$ cat config.mk
export PLATFORM = sky130hd
export DESIGN_NAME = icache_mshr_allocator
export DESIGN_NICKNAME = d
export VERILOG_FILES = /design/src/rtl/icache_mshr_allocator.sv
export SDC_FILE = /design/constraint.sdc
export NUM_CORES = 1
export LEC_CHECK = 0
export BUFFER_PORTS_ARGS = -buffer_cell sky130_fd_sc_hd__buf_2
export CAP_MARGIN = 20
export CORE_MARGIN = 5
export CORE_UTILIZATION = 50
export CTS_CLUSTER_SIZE = 8
export DETAILED_ROUTE_END_ITERATION = 12
export PLACE_DENSITY_LB_ADDON = 0.1
export SYNTH_ARGS = -nofsm -noshare
export SYNTH_HDL_FRONTEND = slang
export SYNTH_SLANG_ARGS = --single-unit
$ cat constraint.sdc
create_clock -name clk -period 3 [get_ports clk]
set_clock_uncertainty 0.1 [all_clocks]
set_input_delay 0.3 -clock clk [delete_from_list [all_inputs] [get_ports clk]]
set_output_delay 0.3 -clock clk [all_outputs]
set_load 0.02 [all_outputs]
$ cat src/rtl/icache_mshr_allocator.sv
// icache MSHR entry pool allocator.
// Tracks free entries in a bitmap and offers one pre-selected free index per
// cycle. Every offer output comes straight from a flop, so the consumer may
// make alloc_rdy depend on alloc_vld without forming a combinational loop.
// Entries come back on refill release or on flush. A prefetch reserve keeps
// PF_RSV entries available for demand and snoop traffic.
module icache_mshr_allocator #(
  parameter int ENTRY_NUM   = 8,
  parameter int INDEX_WIDTH = $clog2(ENTRY_NUM),
  parameter int PF_RSV      = 2
) (
  input  logic                   clk,
  input  logic                   rst_n,
  output logic                   alloc_vld,
  output logic [INDEX_WIDTH-1:0] alloc_index,
  input  logic                   alloc_rdy,
  output logic                   pf_alloc_ok,
  input  logic                   rel_vld,
  input  logic [INDEX_WIDTH-1:0] rel_index,
  input  logic                   flush,
  output logic [INDEX_WIDTH:0]   free_cnt,
  output logic                   mshr_full,
  output logic                   mshr_empty,
  output logic                   rel_err
);

  localparam int                CNT_W    = INDEX_WIDTH + 1;
  localparam logic [CNT_W-1:0] ENTRY_C  = CNT_W'(ENTRY_NUM);
  localparam logic [CNT_W-1:0] PF_RSV_C = CNT_W'(PF_RSV);

  logic [ENTRY_NUM-1:0]   free_mask, mask_n;
  logic [CNT_W-1:0]       cnt_q, cnt_n;
  logic                   alloc_vld_q;
  logic [INDEX_WIDTH-1:0] alloc_index_q, idx_n;
  logic                   pf_ok_q, full_q, empty_q, rel_err_q;

  logic alloc_fire;
  logic rel_in_range;
  logic rel_bad;
  logic rel_ok;

  assign alloc_fire = alloc_vld_q && alloc_rdy;

  // A release is rejected when its index is out of range or the entry is
  // already free. That covers releasing the entry being accepted this cycle,
  // because an offered entry is free by construction.
  assign rel_in_range = ({1'b0, rel_index} < ENTRY_C);
  assign rel_bad      = rel_vld && (!rel_in_range || free_mask[rel_index]);
  assign rel_ok       = rel_vld && !rel_bad;

  // Next-state bitmap, count and lowest-free selection for the next offer.
  always_comb begin
    // NOTE: every variable written here receives a default value first, so no path can leave one unassigned and infer a latch.
    mask_n = free_mask;
    cnt_n  = cnt_q;
    idx_n  = '0;
    if (alloc_fire) mask_n[alloc_index_q] = 1'b0;
    if (rel_ok)     mask_n[rel_index]     = 1'b1;
    cnt_n = cnt_q + CNT_W'(rel_ok) - CNT_W'(alloc_fire);
    // Flush wins over accept and release in the same cycle, so an entry
    // accepted in the flush cycle ends up free again.
    if (flush) begin
      mask_n = '1;
      cnt_n  = ENTRY_C;
    end
    // Scan downward so the lowest set bit is the last one written.
    for (int i = ENTRY_NUM - 1; i >= 0; i--) begin
      if (mask_n[i]) idx_n = i[INDEX_WIDTH-1:0];
    end
  end

  // Pool state and registered offer/status outputs.
  always_ff @(posedge clk or negedge rst_n) begin
    if (!rst_n) begin
      // NOTE: the free bitmap is a small flop vector, not a RAM, so it is reset directly to all-free.
      free_mask     <= '1;
      cnt_q         <= ENTRY_C;
      alloc_vld_q   <= 1'b0;
      alloc_index_q <= '0;
      pf_ok_q       <= 1'b0;
      full_q        <= 1'b0;
      empty_q       <= 1'b1;
      rel_err_q     <= 1'b0;
    end else begin
      // NOTE: non-blocking assignments let every flop sample the pre-edge state, so no ordering race arises between them.
      free_mask     <= mask_n;
      cnt_q         <= cnt_n;
      alloc_vld_q   <= |mask_n;
      alloc_index_q <= idx_n;
      pf_ok_q       <= (cnt_n > PF_RSV_C);
      full_q        <= (cnt_n == '0);
      empty_q       <= (cnt_n == ENTRY_C);
      if (rel_bad) rel_err_q <= 1'b1;
    end
  end

  assign alloc_vld   = alloc_vld_q;
  assign alloc_index = alloc_index_q;
  assign pf_alloc_ok = pf_ok_q;
  assign free_cnt    = cnt_q;
  assign mshr_full   = full_q;
  assign mshr_empty  = empty_q;
  assign rel_err     = rel_err_q;

endmodule

After elaboration in Yosys (flattened, before gate mapping)
Index checks and enable logic that the tools add are counted.

storage, ports and cells
  flip-flop bits (word level) = 20
  latch bits = 0
  bits in writable memories = 0
  ROM bits = 0
  input bits = 8
  output and inout bits = 12
  logic and storage cells = 45
  memories kept = 0

operators by class
  add/subtract/negate cells = 2
  multiply operators = 0
  divide/modulo/power cells = 0
  order comparisons = 5
  eq/ne operators = 1
  shift operators = 0
  mux-type cells = 18
  bitwise logic cells = 3
  reductions and logical operators = 8

operator list
  operator            number
  $mux 3              8
  $mux 8              3
  $and 8x8->8         1
  $lt 3x4->1 const B  2
  $not 8->8           1
  $or 8x8->8          1
  $reduce_or 8->1     1
  $demux 1 s3         2
  $ge 3x1->1 const B  2
  $logic_and 1x1->1   5
  $add 4x1->4         1
  $eq 4x4->1 const B  1
  $gt 4x2->1 const B  1
  $logic_not 4->1     1
  $mux 4              1
  $sub 4x1->4         1
  $bmux 1 s3          1
  $mux 1              3
  $logic_not 1->1     1

Longest topological paths before layout
  word-level depth = 18
  depth in mapped cells = 12
  mapped depth without buffers = 12

Worst setup path after synthesis
OpenSTA, ideal clock, no wires.

  kind = register -> register
  start point = register free_mask[1]
  end point = register empty_q (netlist: mshr_empty)
  setup time = 73 ps
  arrival time = 2662 ps
  required time = 2827 ps
  path slack = 165 ps
  cell stages (with the launch flop) = 12
  buffers on the path = 0
  clock period less this slack = 2835 ps
  cells stage by stage = dfstp_2 mux2_1 a221oi_2 o2111ai_1 ha_1 inv_1 ha_1 fa_1 xnor2_1 nor2_1 or3_1 a21oi_1

between the ends
  longest elaborated chain between the ends = 9

RTL lines
  item                          RTL line  RTL
  start, declared               31        logic [ENTRY_NUM-1:0] free_mask, mask_n;
  start signal, assigned        86        free_mask <= mask_n;
  $bmux 1 s3                    48        assign rel_bad = rel_vld && (!rel_in_range || free_mask[rel_index]);
  $mux 1 (not written as such)  48
  $logic_and 1x1->1             48
  $logic_not 1->1               49        assign rel_ok = rel_vld && !rel_bad;
  $logic_and 1x1->1             49
  $add 4x1->4                   59        cnt_n = cnt_q + CNT_W'(rel_ok) - CNT_W'(alloc_fire);
  $sub 4x1->4                   59
  $mux 4                        62        if (flush) begin
  named net cnt_n[2]            32        logic [CNT_W-1:0] cnt_q, cnt_n;
  $eq 4x4->1                    92        empty_q <= (cnt_n == ENTRY_C);
  end signal, assigned          92
  end, declared                 35        logic pf_ok_q, full_q, empty_q, rel_err_q;

The timed path passes the listed nets, and every way through them passes these cells. The select of a mux whose other input is x is not followed.
A chain may end at the register's enable or synchronous reset.

Worst setup path in the final report
  start point = register free_mask[3]
  end point = register empty_q (netlist: mshr_empty)

The elaborated chain is that of the path after synthesis.

==> results.toml <==
[drt]
wl_per_cell_um = 16.6
viasPerCell = 6.12
route.detailed.drc = 0
antenna_left = 0
via_count = 1181
drt_pass1_iterations = 4
drt-total-wl_um = 3210
first_iter_violations = 47

[placement]
dp_hpwl_um = 2420
dp_slack_ns = -0.0508
gp_congestion = 0.876
place_area_um2 = 1450
io_buffers = 19

[setup_path]
crit_chain = "mux2_2, a221oi_2, o2111ai_1, ha_1, inv_1, ha_2, fa_2, nor2b_4, or3_4, a21oi_2"
cp_slowest_stage_delay_ns = 0.43
cp.arrival_ns = 3.04
cp-end-kind = "flop"
r2r.worst_path.cells = 10
worst_r2r_endpoint = "mshr_empty"
worst-path-buf-inv = 1
cp.required_ns = 3.15
crit_path_top_delay_cell = "fa_2"
cp_top_family = "adder cells"
start_kind = "flop"
rrSetupSlack_ns = 0.12
r2r-start = "free_mask[3]"
path_max_fanout = 3
path_class = "flop to flop"

[synth]
synthMuxAreaShare_pct = 1.63
syn-instance-count = 135
synth-seq-area-share_pct = 39.4
synthSimpleGateAreaFrac_pct = 24.1
synthXorXnorAreaFrac_pct = 2.02
synth_edf_count = 0
synth_top_area_share_pct = 20.2
ys_seq_elements = 20
ys.flop_type = "dfstp_2"
synth_area_leaders = "dfstp_2 20%, dfrtp_1 19%, ha_1 3.8%"
yosys_warnings = 0
synth_compound_area_share_pct = 21.4
ys_async_sr_fraction_pct = 100
synth_cell_types = 50
yosys.area_share.adder_pct = 5.38
yosysTopAreaCell = "dfstp_2"
netlist_area_um2 = 1300
syn_nets = 148
synth_top_family_by_area = "simple AND/OR/NAND/NOR gates"
syn_avg_cell_area_um2 = 9.64

[power]
ir_drop_uv = 509
power.internal_uw = 540
total_power_uw = 840
swShare_pct = 35.7
pwr-share-comb_pct = 40.0
p_sw_uw = 300
power.leakage_nw = 0.669
power_density_nw_per_um2 = 545
seqPwrFrac_pct = 40.7
clockPowerShare_pct = 19.3

[worst_hold_path]
hp-class = "input pin to flop"
hold_path_depth = 2
min_from = "rel_vld"
hold_end = "rel_err"

[floorplanning]
rows = 18
die_h_um = 61.0
io_pins = 20
core_um2 = 2480
die_w_um = 61.0
die_area_um2 = 3720
initial_core_util_pct = 52.5

[clock_tree]
clk_pin_slew_ns = 0.12
cts_tree = "built"
cts_made_buffers = 3
numClockSinks = 20
cts_root_buf = "clkbuf_4"
clkLatencyLatePin_ns = 0.31
cts_htree_levels = 1
clockBufferDepth = 2

[global_routing]
grt_usage_pct = 18.9
grt_pass1_wl_um = 5240
grt_pass1_vias = 1172
antenna_found_initial = 0
overflow = 0
grt_max_degree = 21

[timing]
finalCritPeriodShare_pct = 96.1
maxSlewHeadroom_pct = 67.3
layout_setup_ws_ns = 0.118
fin_crit_ns = 2.88
fmax_ghz = 0.347
hold_ws_ns = 0.203
maxSlewViolCount = 0
finalSetupViolations = 0
fin_tns_setup_ns = 0
tightest_slew_ns = 0.486
finalHoldViolations = 0

[flow_run]
maxCapViolCount = 0

[status]
outcome = "completed"

[cells_and_area]
syn_to_final_growth_pct = 18.6
final_area_um2 = 1540
nNetsFinal = 177
fill_cells = 222
layout-drive-gt1-share_pct = 34.4
diodes = 0
[synth_stat cells, types with 2 or more instances]
cell type,count
inv_1,12
nand2_1,12
dfrtp_1,10
dfstp_2,10
nor2b_1,7
nor2_1,6
a21oi_1,5
a21o_1,4
a31oi_1,4
ha_1,4
nand3_1,4
o21ai_0,4
and3_1,3
nor3_1,3
or3_1,3
a211o_1,2
a211oi_1,2
a221o_1,2
buf_2,2
nand4_1,2
nor4_1,2
nor4b_2,2
o31ai_1,2
xnor2_1,2
[cells by family after synthesis]
kind of cell	count (synthesis)
buffers and inverters	17
xor gates and xnor gates	3
AOI/OAI and AO/OA	36
muxes	2
and+or+nand+nor	52
DFF	20
adders and majority gates	5
[metal layers]
metal | up-vias | track usage, % | wire [um] | part of all wire, %
met2 | 55 | 31.3 | 1520 | 47
li1 | 563 | - | - | -
met4 | 0 | 6.81 | 45 | 1.4
met3 | 7 | 3.14 | 264 | 8.2
met1 | 556 | 25.1 | 1380 | 43
met5 | - | 0 | 0 | 0
[layout by cell type, fill, tap and decap left out, drive strengths merged, types with 5 or more instances in the layout]
master and count:
a21oi 5, a31oi 5, buf 28, dfrtp 10
dfstp 10, inv 12, nand2 12, nor2 6
nor2b 7, o21ai 5
[area by class of cell]
| type | count | area, um^2 | area share (%) |
|---|---|---|---|
| tap | 30 | 37.5 | 2.43 |
| clock buffer | 4 | 36.3 | 2.35 |
| sequential | 20 | 513 | 33.3 |
| multi-input combinational | 98 | 738 | 47.9 |
| timing repair buffer | 29 | 173 | 11.2 |
| inverter | 12 | 45.0 | 2.92 |
[worst register-to-register path, cell delays in order (launching register included)]
cell and delay [ns]:
dfstp_2 0.39, mux2_2 0.28, a221oi_2 0.32, o2111ai_1 0.16
ha_1 0.31, inv_1 0.06, ha_2 0.18, fa_2 0.43
nor2b_4 0.15, or3_4 0.35, a21oi_2 0.11
[power groups by stage]
stage          registers, mW  clock network [mW]  logic, mW
2_1_floorplan          0.389                   0      0.152
3_3_place_gp           0.348                   0      0.282
3_5_place_dp           0.347                   0      0.283
4_1_cts                0.343               0.167      0.288
6_report               0.342               0.162      0.336
5_1_grt                0.349               0.176      0.369
[stage by stage]
stage	std cells	util, %
after global routing	193	62.3
after detailed placement	185	58.4
final	193	62.3
after CTS	191	60.6
after global placement	185	58.4
after floorplan	135	-
[flip-flops by register name, summed over array words and instances, names as in the netlist]
register	count
mshr_empty	1
free_mask	8
rel_err	1
mshr_full	1
free_cnt	4
alloc_index	3
pf_alloc_ok	1
alloc_vld	1
[what timing repair did]
action / in CTS / in global routing
hold buffers: 1 / 0
resized for setup: 0 / 10
endpoints found under the hold margin: 10 / 0
setup endpoints to repair: 1 / 3
pin swaps: 1 / 5
buffers inserted: 1 / 2
[worst max-delay path by stage]
stage,end,startpoint,cells past startpoint
finish,mshr_empty,free_mask[3],10
global route,mshr_empty,free_mask[3],11
CTS,mshr_empty,free_mask[1],11
detailed placement,mshr_empty,rel_index[1],12
global placement,mshr_empty,rel_index[1],12
floorplan,mshr_empty,free_mask[1],11
(Power assumes the default switching activity.)
